--- config.mk ---
export PLATFORM = sky130hd
export DESIGN_NAME = tile_match_engine
export DESIGN_NICKNAME = d
export VERILOG_FILES = /design/src/rtl/tile_pkg.sv /design/src/rtl/hold_timer.sv /design/src/rtl/tile_match_engine.sv
export SDC_FILE = /design/constraint.sdc
export NUM_CORES = 1
export LEC_CHECK = 0
export ABC_AREA = 1
export CORE_MARGIN = 10
export CORE_UTILIZATION = 40
export DETAILED_ROUTE_END_ITERATION = 10
export PLACE_DENSITY_LB_ADDON = 0.25
export SLEW_MARGIN = 20
export SYNTH_ARGS = -nofsm -noshare
export SYNTH_HDL_FRONTEND = slang
export SYNTH_SLANG_ARGS = --single-unit
--- constraint.sdc ---
create_clock -name clk -period 3.2 [get_ports clk]
set_clock_uncertainty 0.1 [all_clocks]
set_input_delay 0.48 -clock clk [delete_from_list [all_inputs] [get_ports clk]]
set_output_delay 0.48 -clock clk [all_outputs]
set_load 0.01 [all_outputs]
--- src/rtl/tile_pkg.sv ---
// Shared constants, state encoding and board helpers for the tile match game.
// Latency: n/a (declarations only).
// Backpressure: n/a.
package tile_pkg;

  localparam int NUM_TILES = 16;
  localparam int TILE_W    = 3;
  localparam int NUM_PAIRS = 8;
  localparam int BOARD_W   = NUM_TILES * TILE_W;
  localparam int IDX_W     = 4;
  localparam int PAIR_W    = 4;

  typedef enum logic [2:0] {
    ST_IDLE    = 3'd0,
    ST_FIRST   = 3'd1,
    ST_SECOND  = 3'd2,
    ST_COMPARE = 3'd3,
    ST_HOLD    = 3'd4,
    ST_WON     = 3'd5
  } state_e;

  // Extract the value of tile idx from a packed board.
  function automatic logic [TILE_W-1:0] tile_at(input logic [BOARD_W-1:0] board,
                                                input logic [IDX_W-1:0]   idx);
    int base;
    base   = int'(idx) * TILE_W;
    tile_at = board[base +: TILE_W];
  endfunction

endpackage

--- src/rtl/hold_timer.sv ---
// Load/count-down timer that measures how long a mismatched pair stays visible.
// Latency: done pulses HOLD_CYCLES cycles after start (start cycle excluded).
// Backpressure: none; clear wins over start, start reloads a running count.
module hold_timer #(
  parameter int HOLD_CYCLES = 4
) (
  input  logic clk,
  input  logic rst_n,
  input  logic start_i,
  input  logic clear_i,
  output logic done_o
);

  // HOLD_CYCLES is expected to be at least 1; the width floor keeps a legal vector.
  localparam int CNT_W = (HOLD_CYCLES < 1) ? 1 : $clog2(HOLD_CYCLES + 1);

  logic [CNT_W-1:0] cnt_q;
  logic [CNT_W-1:0] cnt_d;

  // Next count: clear, reload on start, otherwise count down to zero and stop.
  always_comb begin
    cnt_d = cnt_q;
    if (clear_i) begin
      cnt_d = '0;
    end else if (start_i) begin
      cnt_d = CNT_W'(HOLD_CYCLES);
    end else if (cnt_q != '0) begin
      cnt_d = cnt_q - 1'b1;
    end
  end

  // Count register.
  always_ff @(posedge clk or negedge rst_n) begin
    if (!rst_n) begin
      cnt_q <= '0;
    end else begin
      cnt_q <= cnt_d;
    end
  end

  // Last cycle of the window: exactly one cycle per start.
  assign done_o = (cnt_q == CNT_W'(1));

endmodule

--- src/rtl/tile_match_engine.sv ---
// Memory-match game engine: latches a board, takes tile picks, compares pairs, tracks score.
// Latency: pick registered at the accepting edge; compare results one cycle later.
// Backpressure: sel_ready low outside FIRST/SECOND; unready or invalid picks are dropped.
module tile_match_engine
  import tile_pkg::*;
#(
  parameter int HOLD_CYCLES = 4,
  parameter int MOVE_W      = 8
) (
  input  logic                 clk,
  input  logic                 reset,
  input  logic [BOARD_W-1:0]   shuffled_vals,
  input  logic                 load,
  input  logic                 sel_valid,
  input  logic [IDX_W-1:0]     sel_idx,
  output logic [NUM_TILES-1:0] face_up,
  output logic [NUM_TILES-1:0] matched,
  output logic [BOARD_W-1:0]   tile_vals,
  output logic [MOVE_W-1:0]    moves,
  output logic [PAIR_W-1:0]    pairs_found,
  output logic                 match_pulse,
  output logic                 miss_pulse,
  output logic                 sel_ready,
  output logic                 game_won
);

  state_e               state_q,       state_d;
  logic [BOARD_W-1:0]   tile_vals_q,   tile_vals_d;
  logic [NUM_TILES-1:0] face_up_q,     face_up_d;
  logic [NUM_TILES-1:0] matched_q,     matched_d;
  logic [MOVE_W-1:0]    moves_q,       moves_d;
  logic [PAIR_W-1:0]    pairs_q,       pairs_d;
  logic                 match_pulse_q, match_pulse_d;
  logic                 miss_pulse_q,  miss_pulse_d;
  logic [IDX_W-1:0]     idx_a_q,       idx_a_d;
  logic [IDX_W-1:0]     idx_b_q,       idx_b_d;

  logic timer_start;
  logic timer_clear;
  logic timer_done;
  logic sel_rdy;
  logic sel_ok;
  logic vals_equal;

  hold_timer #(
    .HOLD_CYCLES (HOLD_CYCLES)
  ) u_hold_timer (
    .clk     (clk),
    .rst_n   (reset),
    .start_i (timer_start),
    .clear_i (timer_clear),
    .done_o  (timer_done)
  );

  assign sel_rdy    = (state_q == ST_FIRST) || (state_q == ST_SECOND);
  // A pick only counts when ready and the tile is not already showing.
  assign sel_ok     = sel_valid && sel_rdy && !face_up_q[sel_idx];
  assign vals_equal = (tile_at(tile_vals_q, idx_a_q) == tile_at(tile_vals_q, idx_b_q));

  // Next-state and datapath updates; load overrides everything, including a same-cycle pick.
  always_comb begin
    state_d       = state_q;
    tile_vals_d   = tile_vals_q;
    face_up_d     = face_up_q;
    matched_d     = matched_q;
    moves_d       = moves_q;
    pairs_d       = pairs_q;
    idx_a_d       = idx_a_q;
    idx_b_d       = idx_b_q;
    match_pulse_d = 1'b0;
    miss_pulse_d  = 1'b0;
    timer_start   = 1'b0;
    timer_clear   = 1'b0;

    if (load) begin
      tile_vals_d = shuffled_vals;
      face_up_d   = '0;
      matched_d   = '0;
      moves_d     = '0;
      pairs_d     = '0;
      idx_a_d     = '0;
      idx_b_d     = '0;
      timer_clear = 1'b1;
      state_d     = ST_FIRST;
    end else begin
      case (state_q)
        ST_FIRST: begin
          if (sel_ok) begin
            face_up_d[sel_idx] = 1'b1;
            idx_a_d            = sel_idx;
            state_d            = ST_SECOND;
          end
        end
        ST_SECOND: begin
          if (sel_ok && (sel_idx != idx_a_q)) begin
            face_up_d[sel_idx] = 1'b1;
            idx_b_d            = sel_idx;
            state_d            = ST_COMPARE;
          end
        end
        ST_COMPARE: begin
          if (moves_q != '1) begin
            moves_d = moves_q + 1'b1;
          end
          if (vals_equal) begin
            matched_d[idx_a_q] = 1'b1;
            matched_d[idx_b_q] = 1'b1;
            pairs_d            = pairs_q + 1'b1;
            match_pulse_d      = 1'b1;
            state_d            = (pairs_q == PAIR_W'(NUM_PAIRS - 1)) ? ST_WON : ST_FIRST;
          end else begin
            miss_pulse_d = 1'b1;
            timer_start  = 1'b1;
            state_d      = ST_HOLD;
          end
        end
        ST_HOLD: begin
          if (timer_done) begin
            face_up_d[idx_a_q] = 1'b0;
            face_up_d[idx_b_q] = 1'b0;
            state_d            = ST_FIRST;
          end
        end
        default: begin
          // IDLE and WON only leave on load.
          state_d = state_q;
        end
      endcase
    end
  end

  // State and datapath registers; reset clears every output-visible bit.
  always_ff @(posedge clk or negedge reset) begin
    if (!reset) begin
      state_q       <= ST_IDLE;
      tile_vals_q   <= '0;
      face_up_q     <= '0;
      matched_q     <= '0;
      moves_q       <= '0;
      pairs_q       <= '0;
      idx_a_q       <= '0;
      idx_b_q       <= '0;
      match_pulse_q <= 1'b0;
      miss_pulse_q  <= 1'b0;
    end else begin
      state_q       <= state_d;
      tile_vals_q   <= tile_vals_d;
      face_up_q     <= face_up_d;
      matched_q     <= matched_d;
      moves_q       <= moves_d;
      pairs_q       <= pairs_d;
      idx_a_q       <= idx_a_d;
      idx_b_q       <= idx_b_d;
      match_pulse_q <= match_pulse_d;
      miss_pulse_q  <= miss_pulse_d;
    end
  end

  // Matched tiles always show, even if a face_up bit were ever cleared.
  assign face_up     = face_up_q | matched_q;
  assign matched     = matched_q;
  assign tile_vals   = tile_vals_q;
  assign moves       = moves_q;
  assign pairs_found = pairs_q;
  assign match_pulse = match_pulse_q;
  assign miss_pulse  = miss_pulse_q;
  assign sel_ready   = sel_rdy;
  assign game_won    = (state_q == ST_WON);

endmodule

After elaboration in Yosys (flattened, before gate mapping) --
Cells that the tools add are included.
Word-level totals: output and inout port bits 96, bits in registers 108, bits of input ports 56
Operators by class: muxes and demuxes 45, bitwise gates (word level) 8, order comparisons 6, eq/ne operators 13, reduce and logical (&&, ||, !) cells 25, add/sub/neg operators 3, shift operators 2, multipliers 2
Operator list (number):
- $mux 16 | 7
- $shiftx 48x7->3 | 2
- $or 16x16->16 | 4
- $pmux 16 s3 | 1
- $mux 4 | 9
- $and 16x16->16 | 2
- $not 16->16 | 2
- $mux 3 | 9
- $mux 8 | 3
- $lt 4x5->1 const B | 3
- $reduce_bool 2->1 | 7
- $demux 1 s4 | 3
- $ge 4x1->1 const B | 3
- $mul 4x2->6 const B | 2
- $pmux 3 s4 | 1
- $mux 1 | 11
- $add 8x1->8 const B | 1
- $ne 8x8->1 const B | 1
- $reduce_and 2->1 | 4
- $reduce_and 4->1 | 2
- $eq 3x1->1 const B | 2
- $eq 3x2->1 const B | 2
- $eq 3x3->1 const B | 2
- $logic_and 1x1->1 | 6
- 13 further kinds | 15

Depth between registers and ports, before layout --
Gate-level depths: netlist (run 1).
depth after elaboration 10, gate-level depth with buffers 20

Cells and area by module --
A second synthesis (run 1) with hierarchy kept.
Unflattened totals: cells, all modules 1036, area, all modules 6702.7 sq um
Modules (own cells, without submodules):
- tile_match_engine | area each 6495.0 sq um, cells an instance 1006, times used 1
- hold_timer | area each 207.7 sq um, cells an instance 30, times used 1

Worst setup path before layout (run 1) --
No wires, ideal clock.
kind input to register, start point in sel_idx[1], end point reg face_up_q[7], stages 13, arrival 1768 ps, slack 1212 ps, library setup time 121 ps, required time 2979 ps, cells stage by stage buf_2 inv_2 nand2_1 inv_2 nand2_1 nand4_1 a21oi_1 nand3_1 a21oi_2 nand2_2 buf_4 nand2_1 o21ai_1
Between the ends: cells in the longest elaborated chain, start to end 8
Ends and longest elaborated chain:
- start: declaration | RTL line tile_match_engine.sv:15 | input logic [IDX_W-1:0] sel_idx,
- $lt 4x5->1 (not written as such) / $ge 4x1->1 (equally long branches) | RTL line tile_match_engine.sv:89, tile_match_engine.sv:96
- $logic_and 1x1->1 (not written as such) | RTL line tile_match_engine.sv:89, tile_match_engine.sv:96
- $mux 1 (not written as such) | RTL line tile_match_engine.sv:89, tile_match_engine.sv:96
- $demux 1 s4 | RTL line tile_match_engine.sv:89, tile_match_engine.sv:96
- $or 16x16->16 (no line)
- $mux 16, on equally long branches | RTL line tile_match_engine.sv:95, tile_match_engine.sv:88
- $pmux 16 s3 | RTL line tile_match_engine.sv:86 | case (state_q)
- $mux 16 | RTL line tile_match_engine.sv:75 | if (load) begin
- end signal: assignment | RTL line tile_match_engine.sv:148 | face_up_q <= face_up_d;
- end: declaration | RTL line tile_match_engine.sv:29 | logic [NUM_TILES-1:0] face_up_q, face_up_d;
Parallel ways exist; a longest one is shown, timed or not. The select of a mux whose other input is x is not followed. A chain may end at the register's enable or synchronous reset.

Worst setup path after layout (run 1) --
start point reg idx_b_q[0], end point reg pairs_q[3], in the netlist pairs_found[3]
Between the ends: cells in the longest elaborated chain, start to end 5
Ends and longest elaborated chain:
- start: declaration | RTL line tile_match_engine.sv:36 | logic [IDX_W-1:0] idx_b_q, idx_b_d;
- start signal: assignment | RTL line tile_match_engine.sv:153 | idx_b_q <= idx_b_d;
- $mul 4x2->6 | RTL line tile_pkg.sv:26 | base = int'(idx) * TILE_W;
- $shiftx 48x7->3 | RTL line tile_pkg.sv:27 | tile_at = board[base +: TILE_W];
- $eq 3x3->1 | RTL line tile_match_engine.sv:58 | assign vals_equal = (tile_at(tile_vals_q, idx_a_q) == tile_at(tile_vals_q, idx_b_q));
- $reduce_bool 2->1 (no line)
- $reduce_and 2->1 (no line)
- end signal: assignment | RTL line tile_match_engine.sv:151 | pairs_q <= pairs_d;
- end: declaration | RTL line tile_match_engine.sv:32 | logic [PAIR_W-1:0] pairs_q, pairs_d;
No other way between the ends.

==> impl_metrics.tcl, run 1 <==
set metrics [dict create \
    status "completed" \
    final_layout_size_suffix_gt1_share_pct 6.09 \
    hold_class "in -> async" \
    clock_latency_ps 360 \
    crit_chain "buf_12 > nand2_1 > o21ai_0 > nand2_1 > nand2_1 > nand2_1 > nand2_1 > inv_1 > nand2_1 > nand2_1 > nand2_1 > nand3_2 > nand2_1 > nand2_2 > nand2_1 > nand2_1" \
    cts_resized 0 \
    drc 0 \
    worst-slew-pin-transition_ps 721 \
    vias 6920 \
    worst-setup-path-type "reg -> reg" \
    fin_cells 1386 \
    crit_path_start "idx_b_q[0]" \
    syn_nets 1083 \
    drt-initial-drc-count 605 \
    first_global_vias 6792 \
    setup_viol 0 \
    wl_per_cell_um 16.1 \
    ir_worst_vdd_mv 0.289 \
    synth_seq_cells 108 \
    cp-end-kind "flop" \
    ys_warn_count 0 \
    hold_buffers 0 \
    avgSynthCellArea_um2 6.56 \
    cts_tree "done" \
    rsz0062_at_grt "no" \
    synthArstFlopShare_pct 100 \
    firstDrtPassIters 5 \
    synthFlopType "dfrtp_1" \
    p_per_area_nw_per_um2 596 \
    vias_per_cell 4.99 \
    grt_pass1_wl_um 35900 \
    syn_area_um2 6710 \
    cts_made_buffers 9 \
    post-cts-setup-buffers 0 \
    period_share_pct 81.5 \
    gp_congestion 0.921 \
    syn2layout_area_growth_pct 29.4 \
    ant_nets 0 \
    r2r_setup_slack_ps 590 \
    cts_buffer_depth 2 \
    cap_violations 0 \
    crit_buf_inv 2 \
    multi_input_area_um2 3390 \
    power.leakage_nw 4.56 \
    final_util_pct 52.5 \
    cp.required_ps 3340 \
    seq_area_um2 2700 \
    setup_tns_ps 0 \
    finalHoldViolCount 0 \
    die_x_um 149 \
    cts_sinks 108 \
    timing.rr.start "idx_b_q[0]" \
    max_stage_delay_ps 730 \
    slew_headroom_pct 51.9 \
    syn_inst 1022 \
    num-fill-cells 1640 \
    dieHeight_um 149 \
    cp_common_cell "nand2_1" \
    place_inst 1370 \
    cts_root_buffer "clkbuf_16" \
    grt_max_degree 63 \
    critPathArrivalTime_ps 2750 \
    synth-edff-count 0 \
    period_minus_slack_ps 2610 \
    path_delay_family "simple AND/OR/NAND/NOR gates" \
    n_antenna_cell 0 \
    fp-row-count 47 \
    dp_hpwl_um 16700 \
    clock.fmax_mhz 383 \
    core_um2 16500 \
    crit_path_top_delay_cell "dfrtp_1" \
    cts-htree-levels 3 \
    yosysSeqAreaShare_pct 40.3 \
    nets 1222 \
    start_util_pct 40.6 \
    ys_types 35 \
    antenna_found_initial 0 \
    finalWirelength_um 22300 \
    grt.overflow.total 0 \
    portBuffers 151 \
    cts.clk_slew.worst_paths_ps 80 \
    io_pins 152 \
    drv_slew 0 \
    critPathMaxFanout 24 \
    cp-start-kind "flop" \
    dieArea_um2 22300 \
    track_usage_pct 20.1 \
]
state kept, by name, indices dropped and copies added (netlist names), 4 cells and up:
| name | cells |
|---|---|
| idx_a_q | 4 |
| tile_vals | 48 |
| idx_b_q | 4 |
| moves | 8 |
| matched | 16 |
| pairs_found | 4 |
| face_up_q | 16 |
final cells by class:
cell class	count	share of cell area, %
Timing Repair Buffer	170	19.3
Inverter	84	3.69
Tap cell	220	3.17
Multi-Input combinational cell	788	39.1
Clock buffer	10	2.64
Sequential cell	108	31.1
Clock inverter	6	1.02
path summary, 6_finish.rpt:
path	endpoint	depth (start not counted)
max in group asynchronous	pairs_found[3]	2
min in group clk	match_pulse	2
setup reg to reg	pairs_found[3]	16
setup / recovery	pairs_found[3]	16
hold / removal	tile_vals[4]	1
hold reg to reg	matched[10]	2
metal layers:
metal | up-vias | wire length [µm] | global-route usage, %
met5 | - | 0 | 0
met4 | 0 | 609 | 8.39
met3 | 42 | 1710 | 5.28
met2 | 242 | 10300 | 32.0
met1 | 3180 | 9670 | 25.3
li1 | 3456 | - | -
report_power, final:
| part | switching, W | internal (W) |
|---|---|---|
| clock | 0.000530 | 0.000687 |
| sequential | 0.000243 | 0.00156 |
| combinational | 0.00127 | 0.000881 |
cells by family after synthesis:
logic type      share of synthesized area (%)
simple gates                             38.4
compound gates                           10.7
buf+inv                                  9.14
flops                                    40.3
fa+ha+maj                               0.933
xor+xnor                                0.522
cells in the mapped netlist, types with 4 or more instances:
| cell | count | area, µm² |
|---|---|---|
| nand3_1 | 29 | 145 |
| clkbuf_1 | 13 | 48.8 |
| o22ai_1 | 12 | 75.1 |
| inv_2 | 8 | 30.0 |
| buf_2 | 6 | 30.0 |
| nand2_1 | 542 | 2030 |
| dfrtp_1 | 108 | 2700 |
| o21ai_0 | 53 | 265 |
| buf_4 | 6 | 45.0 |
| buf_6 | 14 | 158 |
| a21oi_1 | 23 | 115 |
| a211o_1 | 12 | 105 |
| a31oi_1 | 4 | 25.0 |
| o21ai_1 | 17 | 85.1 |
| ha_1 | 5 | 62.6 |
| inv_1 | 74 | 278 |
| nor2_1 | 51 | 191 |
| or2_2 | 13 | 81.3 |
per-stage QoR:
stage	power, W	cell area [µm²]	setup WS [ps]	hold slack [ps]
detailed placement	0.00397	8360	408	402
CTS	0.00520	8680	602	93.0
floorplan	0.00315	6710	1210	84.4
finish	0.00517	8680	592	64.0
global placement	0.00395	8360	461	393
global route	0.00555	8680	344	111
cells in the final DEF (no fill, tap or decap), types with 3 or more instances in the layout:
| cell | n |
|---|---|
| inv_2 | 9 |
| inv_1 | 73 |
| nand4_1 | 3 |
| or2_2 | 13 |
| ha_1 | 5 |
| dfrtp_1 | 108 |
| nand2_1 | 542 |
| buf_4 | 18 |
| clkdlybuf4s50_1 | 149 |
| nor3_1 | 3 |
| o21ai_0 | 53 |
| a211o_1 | 12 |
| nor2_2 | 3 |
| nand3_1 | 29 |
| nor2_1 | 51 |
| o21ai_1 | 17 |
| xor2_1 | 3 |
| a21oi_1 | 23 |
| a31oi_1 | 4 |
| clkbuf_16 | 9 |
| o22ai_1 | 12 |
(Power assumes the default switching activity.)
==> run 2, diff against run 1 <==
clock period = 2.2 ns   (was 3.2 ns; I/O delays follow)
==> run 2 against run 1 <==
Critical path depth rose by 3; routed wire length increased by 7.4%; non-clock buffer count is 54 higher; sequential power grew 46%; via count increased by 4.5%.
==> impl_metrics.tcl, run 2 (synthesized netlist as in run 1, its figures left out) <==
set metrics [dict create \
    crit_chain "buf_12 > buf_12 > nand2_1 > nand2_1 > nand2_1 > nand2_1 > nand2_1 > nand2_1 > inv_1 > nand2_1 > nand2_1 > nand2_2 > inv_2 > nand3_2 > nand2_2 > nand2_4 > clkbuf_16 > nand2_2 > nand2_1" \
    worst-setup-path-type "reg -> reg" \
    track_usage_pct 20.8 \
    dp_hpwl_um 17800 \
    cp-end-kind "flop" \
    ff2ff_path_depth 19 \
    grt_max_degree 58 \
    period_share_pct 98.5 \
    worst-slew-pin-transition_ps 558 \
    vias 7228 \
    fp-row-count 47 \
    final_cell_mix "nand2_1, clkdlybuf4s50_1, dfrtp_1" \
    finalHoldViolCount 0 \
    status "completed" \
    dieHeight_um 149 \
    cts_tree "done" \
    syn2layout_area_growth_pct 40.1 \
    period_minus_slack_ps 2170 \
    hold_start "load" \
    hold_depth 4 \
    cts.clk_slew.worst_paths_ps 70 \
    grt_pass1_wl_um 37100 \
    antenna_found_initial 0 \
    io_pins 152 \
    clock.fmax_mhz 462 \
    ant_nets 0 \
    critPathArrivalTime_ps 2310 \
    reg2reg_to "pairs_found[0]" \
    cts_buffer_depth 2 \
    largest_register_ffs 48 \
    drc 0 \
    hold_class "in -> reg" \
    rsz0062_at_grt "yes" \
    setup_slack_ps 33.9 \
    cp_common_cell "nand2_1" \
    portBuffers 151 \
    gp_congestion 0.951 \
    nets 1276 \
    power.leakage_nw 4.93 \
    final_common_cell "nand2_1" \
    setup_viol 0 \
    multi_input_area_um2 3520 \
    cp.required_ps 2350 \
    n_antenna_cell 0 \
    first_global_vias 6946 \
    place_inst 1415 \
    wl_per_cell_um 16.7 \
    crit_buf_inv 5 \
    p_int_w 0.00471 \
    p_clk_share_pct 20.5 \
    crit_path_top_delay_cell "dfrtp_2" \
    die_x_um 149 \
    cts-htree-levels 3 \
    path_delay_family "simple AND/OR/NAND/NOR gates" \
    finalWirelength_um 24000 \
    vias_per_cell 5.02 \
    timing.rr.start "idx_b_q[0]" \
    swShare_pct 40.4 \
    fin_cells 1440 \
    seq_area_um2 2710 \
    start_util_pct 40.6 \
    cts_root_buffer "clkbuf_16" \
    power.switching_w 0.00319 \
    r2r_setup_slack_ps 30 \
    cp-start-kind "flop" \
    cts_made_buffers 9 \
    power_frac_comb_pct 46.4 \
    cts_sinks 108 \
    drt-initial-drc-count 710 \
    clock_latency_ps 360 \
    cap_violations 0 \
    final_layout_size_suffix_gt1_share_pct 13.3 \
    pre_cts_ws_ps -296 \
    num-fill-cells 1613 \
    critPathMaxFanout 7 \
    firstDrtPassIters 7 \
    max_stage_delay_ps 430 \
    hold_end "face_up_q[0]" \
    grt.overflow.total 0 \
    core_um2 16500 \
    dieArea_um2 22300 \
    slew_headroom_pct 62.8 \
    p_per_area_nw_per_um2 841 \
    ir_worst_vdd_mv 0.445 \
    p_seq_share_pct 33.2 \
    drv_slew 0 \
]
run 2: changes by cell type in the layout (fill, tap and decap cells not counted), sizes merged:
cell	before	now
bufinv	2	0
clkinv	2	3
buf	21	71
clkbuf	10	16
clkinvlp	2	1
dlymetal6s2s	0	3
clkdlybuf4s50	149	146
dlygate4sd3	0	1
inv	84	83
run 2: timing repair:
action / 4_1_cts / 5_1_grt
hold endpoints to repair: 34 / 0
hold buffers: 1 / 0
setup endpoints to repair: 14 / 49
gates cloned: 0 / 5
resized for setup: 2 / 66
pin swaps: 0 / 10
setup buffers: 0 / 3
run 2: final cells by class:
cell class,instances,area share (%)
Timing Repair Buffer,224,24.2
Inverter,84,3.57
Sequential cell,108,28.8
Clock inverter,3,0.226
Clock buffer,13,2.77
Multi-Input combinational cell,788,37.5
Tap cell,220,2.93
run 2: worst min-delay path: stages:
cell     delay, ps
buf_2           90
inv_2          110
nand2_1        100
o21ai_1         60
run 2: worst max-delay path by stage:
| stage | startpoint | to | slack (ps) | depth (start not counted) |
|---|---|---|---|---|
| floorplan | idx_b_q[0] | matched[11] | 310 | 19 |
| finish | idx_b_q[0] | pairs_found[0] | 30 | 19 |
| detailed placement | sel_idx[1] | idx_b_q[3] | -300 | 14 |
| global placement | sel_idx[1] | state_q[0] | -280 | 15 |
| global route | idx_b_q[0] | pairs_found[0] | -120 | 19 |
| CTS | idx_a_q[0] | pairs_found[2] | 0.3 | 15 |
run 2: metal layers:
layer / share of wire, % / track usage [%] / wire length [µm]
met1: 44 / 26.6 / 10600
met2: 46 / 33.4 / 11100
met3: 7.3 / 4.83 / 1750
met4: 2.3 / 7.65 / 540
met5: 0 / 0 / 0
run 2: power groups by stage:
stage	clock network, W	registers [W]	logic, W
after floorplan	0	0.00259	0.00198
after global placement	0	0.00264	0.00337
after detailed placement	0	0.00264	0.00340
after CTS	0.00164	0.00260	0.00342
after global routing	0.00171	0.00266	0.00404
final	0.00162	0.00262	0.00366
run 2: metrics by stage:
stage | area [µm²] | hold WS [ps] | power (W) | setup TNS [ps] | utilization (%)
after global placement | 8810 | 252 | 0.00601 | -5630 | 53.3
after detailed placement | 8810 | 251 | 0.00604 | -6030 | 53.3
final | 9400 | 273 | 0.00790 | 0 | 56.9
after CTS | 9110 | 260 | 0.00766 | 0 | 55.1
after floorplan | 6710 | -65.6 | 0.00458 | 0 | -
after global routing | 9400 | 292 | 0.00841 | -2030 | 56.9
